<file path="config.mk">
export PLATFORM = sky130hd
export DESIGN_NAME = seq_shift_add_mult
export DESIGN_NICKNAME = d
export VERILOG_FILES = /design/src/rtl/seq_shift_add_mult.sv
export SDC_FILE = /design/constraint.sdc
export NUM_CORES = 1
export LEC_CHECK = 0
export CAP_MARGIN = 20
export CORE_UTILIZATION = 51
export DETAILED_ROUTE_END_ITERATION = 16
export GPL_TIMING_DRIVEN = 0
export PLACE_DENSITY = 0.86
export REMOVE_ABC_BUFFERS = 1
export SLEW_MARGIN = 30
export SYNTH_ARGS = -nofsm -noshare
export SYNTH_HDL_FRONTEND = slang
export SYNTH_SLANG_ARGS = --single-unit
export TNS_END_PERCENT = 30
</file>
<file path="constraint.sdc">
create_clock -name clk -period 2.3 [get_ports clk]
set_clock_uncertainty 0.1 [all_clocks]
set_input_delay 0.46 -clock clk [delete_from_list [all_inputs] [get_ports clk]]
set_output_delay 0.46 -clock clk [all_outputs]
set_load 0.05 [all_outputs]
</file>
<file path="src/rtl/seq_shift_add_mult.sv">
// Iterative shift-and-add multiplier with a start/done handshake.
// Signed operands are reduced to magnitudes up front, multiplied unsigned over
// WIDTH fixed iterations, and the sign is applied in a final two's-complement step.
module seq_shift_add_mult #(
  parameter int unsigned WIDTH = 8,
  parameter int unsigned CNT_W = $clog2(WIDTH + 1)
) (
  input  logic                 clk,
  input  logic                 rst,
  input  logic                 start,
  input  logic                 signed_mode,
  input  logic [WIDTH-1:0]     a,
  input  logic [WIDTH-1:0]     b,
  output logic                 busy,
  output logic                 done,
  output logic [2*WIDTH-1:0]   product
);

  typedef enum logic [1:0] {StIdle, StRun, StSign, StDone} state_e;

  localparam logic [WIDTH-1:0]   OneW    = {{(WIDTH-1){1'b0}}, 1'b1};
  localparam logic [2*WIDTH-1:0] OneP    = {{(2*WIDTH-1){1'b0}}, 1'b1};
  localparam logic [CNT_W-1:0]   CntOne  = {{(CNT_W-1){1'b0}}, 1'b1};
  localparam logic [CNT_W-1:0]   LastCnt = CNT_W'(WIDTH - 1);

  state_e               state_q, state_d;
  logic [2*WIDTH-1:0]   mcand_q, mcand_d;
  logic [WIDTH-1:0]     mplier_q, mplier_d;
  logic [2*WIDTH-1:0]   acc_q, acc_d;
  logic [CNT_W-1:0]     cnt_q, cnt_d;
  logic                 neg_q, neg_d;
  logic [2*WIDTH-1:0]   product_q, product_d;
  logic                 busy_q, busy_d;
  logic                 done_q, done_d;

  // Operand magnitudes; the most-negative value maps to 2^(WIDTH-1), which still fits.
  logic [WIDTH-1:0] mag_a, mag_b;

  // Magnitude conversion for the operands presented at the accept edge.
  always_comb begin
    mag_a = a;
    mag_b = b;
    if (signed_mode && a[WIDTH-1]) mag_a = ~a + OneW;
    if (signed_mode && b[WIDTH-1]) mag_b = ~b + OneW;
  end

  // Next-state and datapath update for the four-phase sequence.
  always_comb begin
    state_d   = state_q;
    mcand_d   = mcand_q;
    mplier_d  = mplier_q;
    acc_d     = acc_q;
    cnt_d     = cnt_q;
    neg_d     = neg_q;
    product_d = product_q;

    unique case (state_q)
      StIdle: begin
        if (start) begin
          mcand_d  = {{WIDTH{1'b0}}, mag_a};
          mplier_d = mag_b;
          neg_d    = signed_mode & (a[WIDTH-1] ^ b[WIDTH-1]);
          acc_d    = '0;
          cnt_d    = '0;
          state_d  = StRun;
        end
      end
      StRun: begin
        if (mplier_q[0]) acc_d = acc_q + mcand_q;
        mcand_d  = mcand_q << 1;
        mplier_d = mplier_q >> 1;
        cnt_d    = cnt_q + CntOne;
        // Fixed iteration count: no early exit, so latency never depends on data.
        if (cnt_q == LastCnt) state_d = StSign;
      end
      StSign: begin
        product_d = neg_q ? (~acc_q + OneP) : acc_q;
        state_d   = StDone;
      end
      StDone: begin
        state_d = StIdle;
      end
      default: state_d = StIdle;
    endcase

    // Outputs are registered: busy tracks the non-idle phases, done follows DONE by a cycle.
    busy_d = (state_d != StIdle);
    done_d = (state_q == StDone);
  end

  // State and datapath registers with synchronous active-high reset.
  always_ff @(posedge clk) begin
    if (rst) begin
      state_q   <= StIdle;
      mcand_q   <= '0;
      mplier_q  <= '0;
      acc_q     <= '0;
      cnt_q     <= '0;
      neg_q     <= 1'b0;
      product_q <= '0;
      busy_q    <= 1'b0;
      done_q    <= 1'b0;
    end else begin
      state_q   <= state_d;
      mcand_q   <= mcand_d;
      mplier_q  <= mplier_d;
      acc_q     <= acc_d;
      cnt_q     <= cnt_d;
      neg_q     <= neg_d;
      product_q <= product_d;
      busy_q    <= busy_d;
      done_q    <= done_d;
    end
  end

  assign busy    = busy_q;
  assign done    = done_q;
  assign product = product_q;

endmodule

</file>
==> qor.tcl, run 1 <==
set qor(status) {complete, no violations}
set qor(crit_path_cell_trace) {ha_2, inv_1, fa_2, nor2b_4, o2111ai_4, a211oi_2, buf_4, a211o_1, o211ai_1}
set qor(power_leakage_nw) 1.606
set qor(slew_at_the_pin_closest_to_its_max_slew_limit_ps) 755.5
set qor(clk_root_buffer_cell) {clkbuf_8}
set qor(synth_enable_flop_cells) 0
set qor(holdBufCountCts) 0
set qor(grt_max_degree) 63
set qor(ir_worst_vdd_mv) 0.3369
set qor(period_needed_ps) 2193
set qor(drtIter0Drc) 250
set qor(end_kind) {flop}
set qor(detail_route.first_pass.iterations) 5
set qor(area.sequential_mm2) 0.001306
set qor(insertion_delay_ps) 340
set qor(gr-total-overflow) 0
set qor(netlist_area_mm2) 0.003605
set qor(diodes_inserted) 0
set qor(grt_pass1_vias) 3122
set qor(die_y_um) 86.07
set qor(cts_max_level) 3
set qor(start_util_pct) 53.06
set qor(first_pass_grt_wire_length_um) 13930
set qor(fillCellCount) 571
set qor(routed_wl_um) 8264
set qor(cts-root-to-sink-buffers) 2
set qor(fmax_mhz) 455.9
set qor(design.final.nets) 503
set qor(num_rows) 30
set qor(critPathArrivalTime_ps) 2310
set qor(via_density_per_instance) 5.927
set qor(port_buffers) 37
set qor(worst-setup-path-type) {reg -> reg}
set qor(place_worst_setup_slack_ps) -452.7
set qor(detailed_place_hpwl_um) 5937
set qor(period_share_pct) 95.37
set qor(power_density_mw_per_mm2) 549.1
set qor(yosysSeqAreaShare_pct) 36.10
set qor(finalWeightedCongestion) 0.9023
set qor(synthToLayoutAreaGrowth_pct) 19.16
set qor(ys_async_sr_fraction_pct) 0
set qor(worst_slew_margin_rel_pct) 49.58
set qor(fin_hold_ws_ps) 351.7
set qor(multi_input_area_mm2) 0.002222
set qor(finalMaxSlewViolations) 0
set qor(number_of_antenna_violations_at_the_first_check_in_global_routing) 0
set qor(drtAntennaViolNets) 0
set qor(min-delay-path-class) {reg -> reg}
set qor(yosys_warnings) 0
set qor(design.die.area_mm2) 0.007408
set qor(netlist-cell-type-count) 55
set qor(cp.required_ps) 2410
set qor(slowest_stage) {dfxtp_4}
set qor(clkSlewWorstSetupHoldPaths_ps) 70
set qor(report.final.setup_viol) 0
set qor(critical_path_buf_inv_count) 2
set qor(routed_wire_length_per_instance_um) 14.65
set qor(fraction_of_layout_cells_with_a_size_suffix_above_1_pct) 8.333
set qor(ys_ff_latch) 65
set qor(synth_area_per_cell_um2) 8.325
set qor(hold_path.startpoint) {product[7]}
set qor(core_area_mm2) 0.006794
set qor(num_vias) 3343
set qor(die_w_um) 86.07
set qor(report.power.total_mw) 2.359
set qor(yosys_most_used_dff) {dfxtp_1}
set qor(final_report_hold_violation_count) 0
set qor(num_io_pins) 38
set qor(timing.max_cap.violations) 0
set qor(drcViolationCount) 0
set qor(worst_setup_sp_type) {flop}
set qor(grt.total_usage_pct) 23.37
set qor(cp_max_fo) 6
set qor(synthesis.instances) 433
set qor(critical_path.startpoint) {acc_q[0]}
set qor(cts_inserted_buffers) 9
set qor(cts_num_sinks) 65
set qor(delay_contributed_by_the_slowest_stage_of_the_critical_path_ps) 380
set qor(cts_tree) {yes}
set qor(cp_top_family) {compound AO/OA/AOI/OAI gates}
set qor(postLayoutSetupSlackWorst_ps) 106.6
set qor(r2r_start) {acc_q[0]}
## worst min-delay path, stage by stage (launching register included)
cell and delay (ps):
dfxtp_1 310, nand2_1 50, a21oi_1 50
## report_power, final
part           switching (mW)  internal [mW]
registers              0.0252           1.15
logic                   0.142          0.104
clock network           0.409          0.528
## worst paths after layout
check               endpoint  slack (ps)  cells past startpoint
setup / recovery   acc_q[14]         110                      9
hold / removal    product[7]         350                      2
setup reg to reg   acc_q[14]         110                      9
hold reg to reg   product[7]         350                      2
## synth_stat cells, types with 2 or more instances
| master | count | area [µm²] |
|---|---|---|
| a211o_1 | 2 | 17.52 |
| a211oi_1 | 8 | 60.06 |
| a21o_1 | 6 | 45.04 |
| a21oi_1 | 36 | 180.2 |
| a221oi_1 | 2 | 17.52 |
| a222oi_1 | 12 | 120.1 |
| a22o_1 | 2 | 17.52 |
| a22oi_1 | 15 | 112.6 |
| a31oi_1 | 3 | 18.77 |
| a32o_1 | 4 | 40.04 |
| a32oi_1 | 3 | 26.28 |
| buf_2 | 2 | 10.01 |
| clkbuf_1 | 19 | 71.32 |
| dfxtp_1 | 65 | 1301 |
| ha_1 | 19 | 237.7 |
| inv_1 | 17 | 63.81 |
| mux2_2 | 3 | 33.78 |
| mux2i_1 | 2 | 20.02 |
| nand2_1 | 37 | 138.9 |
| nand2b_1 | 2 | 12.51 |
| nand3_1 | 5 | 25.02 |
| nand3b_1 | 2 | 15.01 |
| nand4_1 | 3 | 18.77 |
| nor2_1 | 56 | 210.2 |
| nor2b_1 | 2 | 12.51 |
| nor3_1 | 10 | 50.05 |
| o2111ai_1 | 2 | 17.52 |
| o211ai_1 | 4 | 30.03 |
| o21a_1 | 3 | 22.52 |
| o21ai_0 | 17 | 85.08 |
| o21ai_1 | 2 | 10.01 |
| o21bai_1 | 2 | 15.01 |
| o31a_1 | 2 | 17.52 |
| o31ai_1 | 4 | 30.03 |
| o41ai_1 | 4 | 35.03 |
| or2_2 | 2 | 12.51 |
| or3_1 | 10 | 62.56 |
| or4_1 | 2 | 15.01 |
| xnor2_1 | 13 | 113.9 |
| xor2_1 | 14 | 122.6 |
## per-stage QoR
stage | TNS [ps] | area [µm²] | util (%) | std cells
after floorplan | 0 | 3523 | - | 412
after global placement | -38850 | 4014 | 59.08 | 545
after detailed placement | -4629 | 4039 | 59.45 | 546
after CTS | 0 | 4278 | 62.97 | 564
after global routing | -3.233 | 4295 | 63.22 | 564
final | 0 | 4295 | 63.22 | 564
## placed cells by master, fill, tap and decap left out, types with 5 or more instances in the layout
cell type	instances
a211oi_1	7
a21o_1	6
a21oi_1	35
a222oi_1	12
a22oi_1	15
clkbuf_8	10
clkdlybuf4s50_1	36
dfxtp_1	63
ha_1	17
inv_1	17
nand2_1	37
nand3_1	5
nor2_1	53
nor3_1	10
o21ai_0	17
or3_1	10
xnor2_1	13
xor2_1	14
## state kept, by name, indices dropped and copies added, names as in the netlist
register,flops
acc_q,16
mcand_q,16
product,16
mplier_q,8
cnt_q,4
state_q,2
busy,1
done,1
neg_q,1
## per-layer routing
layer / vias to the layer above / track usage [%] / wire length [µm] / part of all wire (%)
met4: 0 / 9.545 / 95 / 1.1
met1: 1577 / 29.86 / 3864 / 47
met3: 11 / 2.695 / 260 / 3.1
met5: - / 0 / 0 / 0
li1: 1672 / - / - / -
met2: 83 / 39.97 / 4044 / 49
## area by class of cell
class / instances / area share (%)
multi-input cells: 330 / 51.73
flip-flops and latches: 65 / 30.41
repair buffers: 40 / 9.176
clock buffers: 13 / 3.466
well taps: 96 / 2.796
inverters: 17 / 1.486
clock inverters: 3 / 0.9321
## timing repair
| action | 4_1_cts | 5_1_grt |
|---|---|---|
| gates resized for setup | 10 | 5 |
| setup endpoints to repair | 7 | 5 |
| pin swaps | 1 | 1 |
| setup buffers | 2 | 0 |
## kinds of logic (layout without fill, tap and decap cells)
kind of cell	Yosys count	count (layout)	synth area share, %
simple gates	138	138	17.49
compound gates	140	140	27.18
mux	5	5	1.492
xor+xnor	27	27	6.560
flops	65	65	36.10
fa+ha+maj	20	20	7.150
buf+inv	38	73	4.026
No activity file was read; power rests on OpenSTA's default activity.
==> run 2: changes to the inputs <==
--- a/config.mk
+++ b/config.mk
@@ -8,8 +8,10 @@
 export CAP_MARGIN = 20
 export CORE_UTILIZATION = 51
 export DETAILED_ROUTE_END_ITERATION = 16
+export GPL_ROUTABILITY_DRIVEN = 0
 export GPL_TIMING_DRIVEN = 0
-export PLACE_DENSITY = 0.86
+export MAX_ROUTING_LAYER = met4
+export PLACE_DENSITY = 0.81
 export REMOVE_ABC_BUFFERS = 1
 export SLEW_MARGIN = 30
 export SYNTH_ARGS = -nofsm -noshare
==> qor.tcl, run 2 (synthesis gave the netlist of run 1 again) <==
set qor(worst_setup_sp_type) {flop}
set qor(worst-setup-path-type) {reg -> reg}
set qor(core_area_mm2) 0.006794 ;# unchanged
set qor(die_w_um) 86.07 ;# unchanged
set qor(synthToLayoutAreaGrowth_pct) 19.33
set qor(setup_repair_after_global_routing_missed_its_margin) {yes}
set qor(postLayoutSetupSlackWorst_ps) 94.15 ;# -12.42 ps
set qor(fraction_of_layout_cells_with_a_size_suffix_above_1_pct) 8.994 ;# +0.66 points
set qor(route.layer.met1.wl_um) 3669 ;# -5.0%
set qor(power_density_mw_per_mm2) 547.0 ;# -0.39%
set qor(mostFrequentLayoutCells) {61 x dfxtp_1, 53 x nor2_1, 37 x nand2_1, 36 x clkdlybuf4s50_1, 35 x a21oi_1}
set qor(end_kind) {flop}
set qor(drtAntennaViolNets) 0 ;# unchanged
set qor(worst_slew_margin_rel_pct) 43.89 ;# -5.7 points
set qor(grt.total_usage_pct) 24.21 ;# +0.84 points
set qor(design.final.nets) 502 ;# -0.20%
set qor(cts-root-to-sink-buffers) 2 ;# unchanged
set qor(report.final.setup_viol) 0 ;# unchanged
set qor(via_density_per_instance) 6.016 ;# +1.5%
set qor(finalMaxSlewViolations) 0 ;# unchanged
set qor(met2_layer_wire_length_in_the_routed_design_um) 4008 ;# -0.89%
set qor(grt_max_degree) 63 ;# unchanged
set qor(share_seq_of_total_power_pct) 50.0 ;# +0.2 points
set qor(power_leakage_nw) 1.612 ;# +0.40%
set qor(netSwitchingFraction_pct) 25.16 ;# +0.72 points
set qor(timing.max_cap.violations) 0 ;# unchanged
set qor(fillCellCount) 598 ;# +4.7%
set qor(grt_pass1_vias) 3153 ;# +0.99%
set qor(clk_root_buffer_cell) {clkbuf_8}
set qor(clockPowerShare_pct) 39.6 ;# about the same
set qor(design.die.area_mm2) 0.007408 ;# unchanged
set qor(min-delay-path-class) {reg -> reg}
set qor(insertion_delay_ps) 340 ;# about the same
set qor(cts_inserted_buffers) 9 ;# unchanged
set qor(power.internal_mw) 1.761 ;# -1.2%
set qor(drcViolationCount) 0 ;# unchanged
set qor(first_pass_grt_wire_length_um) 13780 ;# -1.1%
set qor(routed_wire_length_per_instance_um) 14.58 ;# -0.50%
set qor(gr-total-overflow) 0 ;# unchanged
set qor(power_frac_comb_pct) 10.5 ;# about the same
set qor(num_rows) 30 ;# unchanged
set qor(status) {complete, no violations}
set qor(start_util_pct) 53.06 ;# unchanged
set qor(netSwitchingPower_mw) 0.5920 ;# +2.7%
set qor(mostFrequentLayoutCell) {dfxtp_1}
set qor(cp_max_fo) 6 ;# unchanged
set qor(clkSlewWorstSetupHoldPaths_ps) 70 ;# about the same
set qor(detail_route.first_pass.iterations) 6 ;# +1
set qor(cts_max_level) 3 ;# unchanged
set qor(num_io_pins) 38 ;# unchanged
set qor(place_worst_setup_slack_ps) -378.1 ;# +74.62 ps
set qor(period_share_pct) 95.91 ;# +0.54 points
set qor(cp.required_ps) 2430 ;# +20 ps
set qor(drtIter0Drc) 225 ;# -10%
set qor(ir_worst_vdd_mv) 0.3067 ;# -9.0%
set qor(length_of_routed_met3_wiring_um) 308 ;# +18%
set qor(slew_at_the_pin_closest_to_its_max_slew_limit_ps) 840.8 ;# +85.21 ps
set qor(final_report_hold_violation_count) 0 ;# unchanged
set qor(detailed_place_hpwl_um) 5792 ;# -2.4%
set qor(fmax_mhz) 453.3 ;# -0.56%
set qor(final_core_util_pct) 63.31 ;# +0.092 points
set qor(number_of_antenna_violations_at_the_first_check_in_global_routing) 0 ;# unchanged
set qor(port_buffers) 37 ;# unchanged
set qor(cts_tree) {yes}
set qor(cts_num_sinks) 65 ;# unchanged
set qor(routed_wl_um) 8208 ;# -0.68%
set qor(period_needed_ps) 2206 ;# +12.42 ps
set qor(num_vias) 3387 ;# +1.3%
set qor(critPathArrivalTime_ps) 2340 ;# +30 ps
set qor(dr.max_layer_used) {met4}
set qor(diodes_inserted) 0 ;# unchanged
set qor(die_y_um) 86.07 ;# unchanged
-- run 2: cell count changes in the layout (fill, tap and decap cells not counted), sizes merged --
cell	previous run	this run
buf	4	3
bufinv	1	0
clkbuf	13	14
-- run 2: stage by stage --
step	setup TNS, ps	std cells	instance area, µm²	total power, mW	hold slack, ps
6_report	0	563	4302	2.353	349.5
5_1_grt	-17.39	563	4302	2.440	373.7
4_1_cts	0	563	4270	2.362	353.9
3_5_place_dp	-3251	546	4039	1.438	346.6
3_3_place_gp	-39360	545	4014	1.426	338.7
2_1_floorplan	0	412	3523	1.334	352.7
-- run 2: power groups by stage --
stage	clock [mW]	combinational, mW	sequential, mW
after floorplan	0	0.137	1.20
after global placement	0	0.227	1.20
after detailed placement	0	0.237	1.20
after CTS	0.945	0.241	1.18
after global routing	0.991	0.271	1.18
final	0.931	0.247	1.18
-- run 2: worst paths after layout --
check / startpoint / end / slack (ps) / cells past startpoint
max: acc_q[0] / acc_q[10] / 90 / 9
min: product[11] / product[11] / 350 / 2
max reg2reg: acc_q[0] / acc_q[10] / 90 / 9
min reg2reg: product[11] / product[11] / 350 / 2
-- run 2: cell type report --
class	instances	area, µm²	area share (%)
clock buffer	14	182.7	4.247
clock inverter	2	10.01	0.2327
inverter	17	63.81	1.483
multi-input combinational	330	2230	51.83
sequential	65	1309	30.42
tap	96	120.1	2.792
timing repair buffer	39	386.6	8.988
-- run 2: what timing repair did --
item | in CTS | in global routing
setup buffers | 1 | 0
pin swaps | 1 | 1
setup endpoints to repair | 7 | 7
gates resized for setup | 8 | 9
hold endpoints to repair | 0 | 0
hold buffers | 0 | 0
-- run 2: critical path, stage by stage, from the launching register on --
cell,delay (ps)
dfxtp_4,370
ha_2,190
inv_1,70
fa_2,240
nor2b_4,60
o2111ai_4,250
a211oi_2,120
buf_4,160
or3_1,310
a32o_1,240
-- run 2: per-layer routing --
layer / track usage, % / up-vias
met1: 27.96 / 1601
met3: 3.657 / 23
met5: - / -
met4: 13.64 / 0
li1: - / 1673
met2: 40.12 / 90
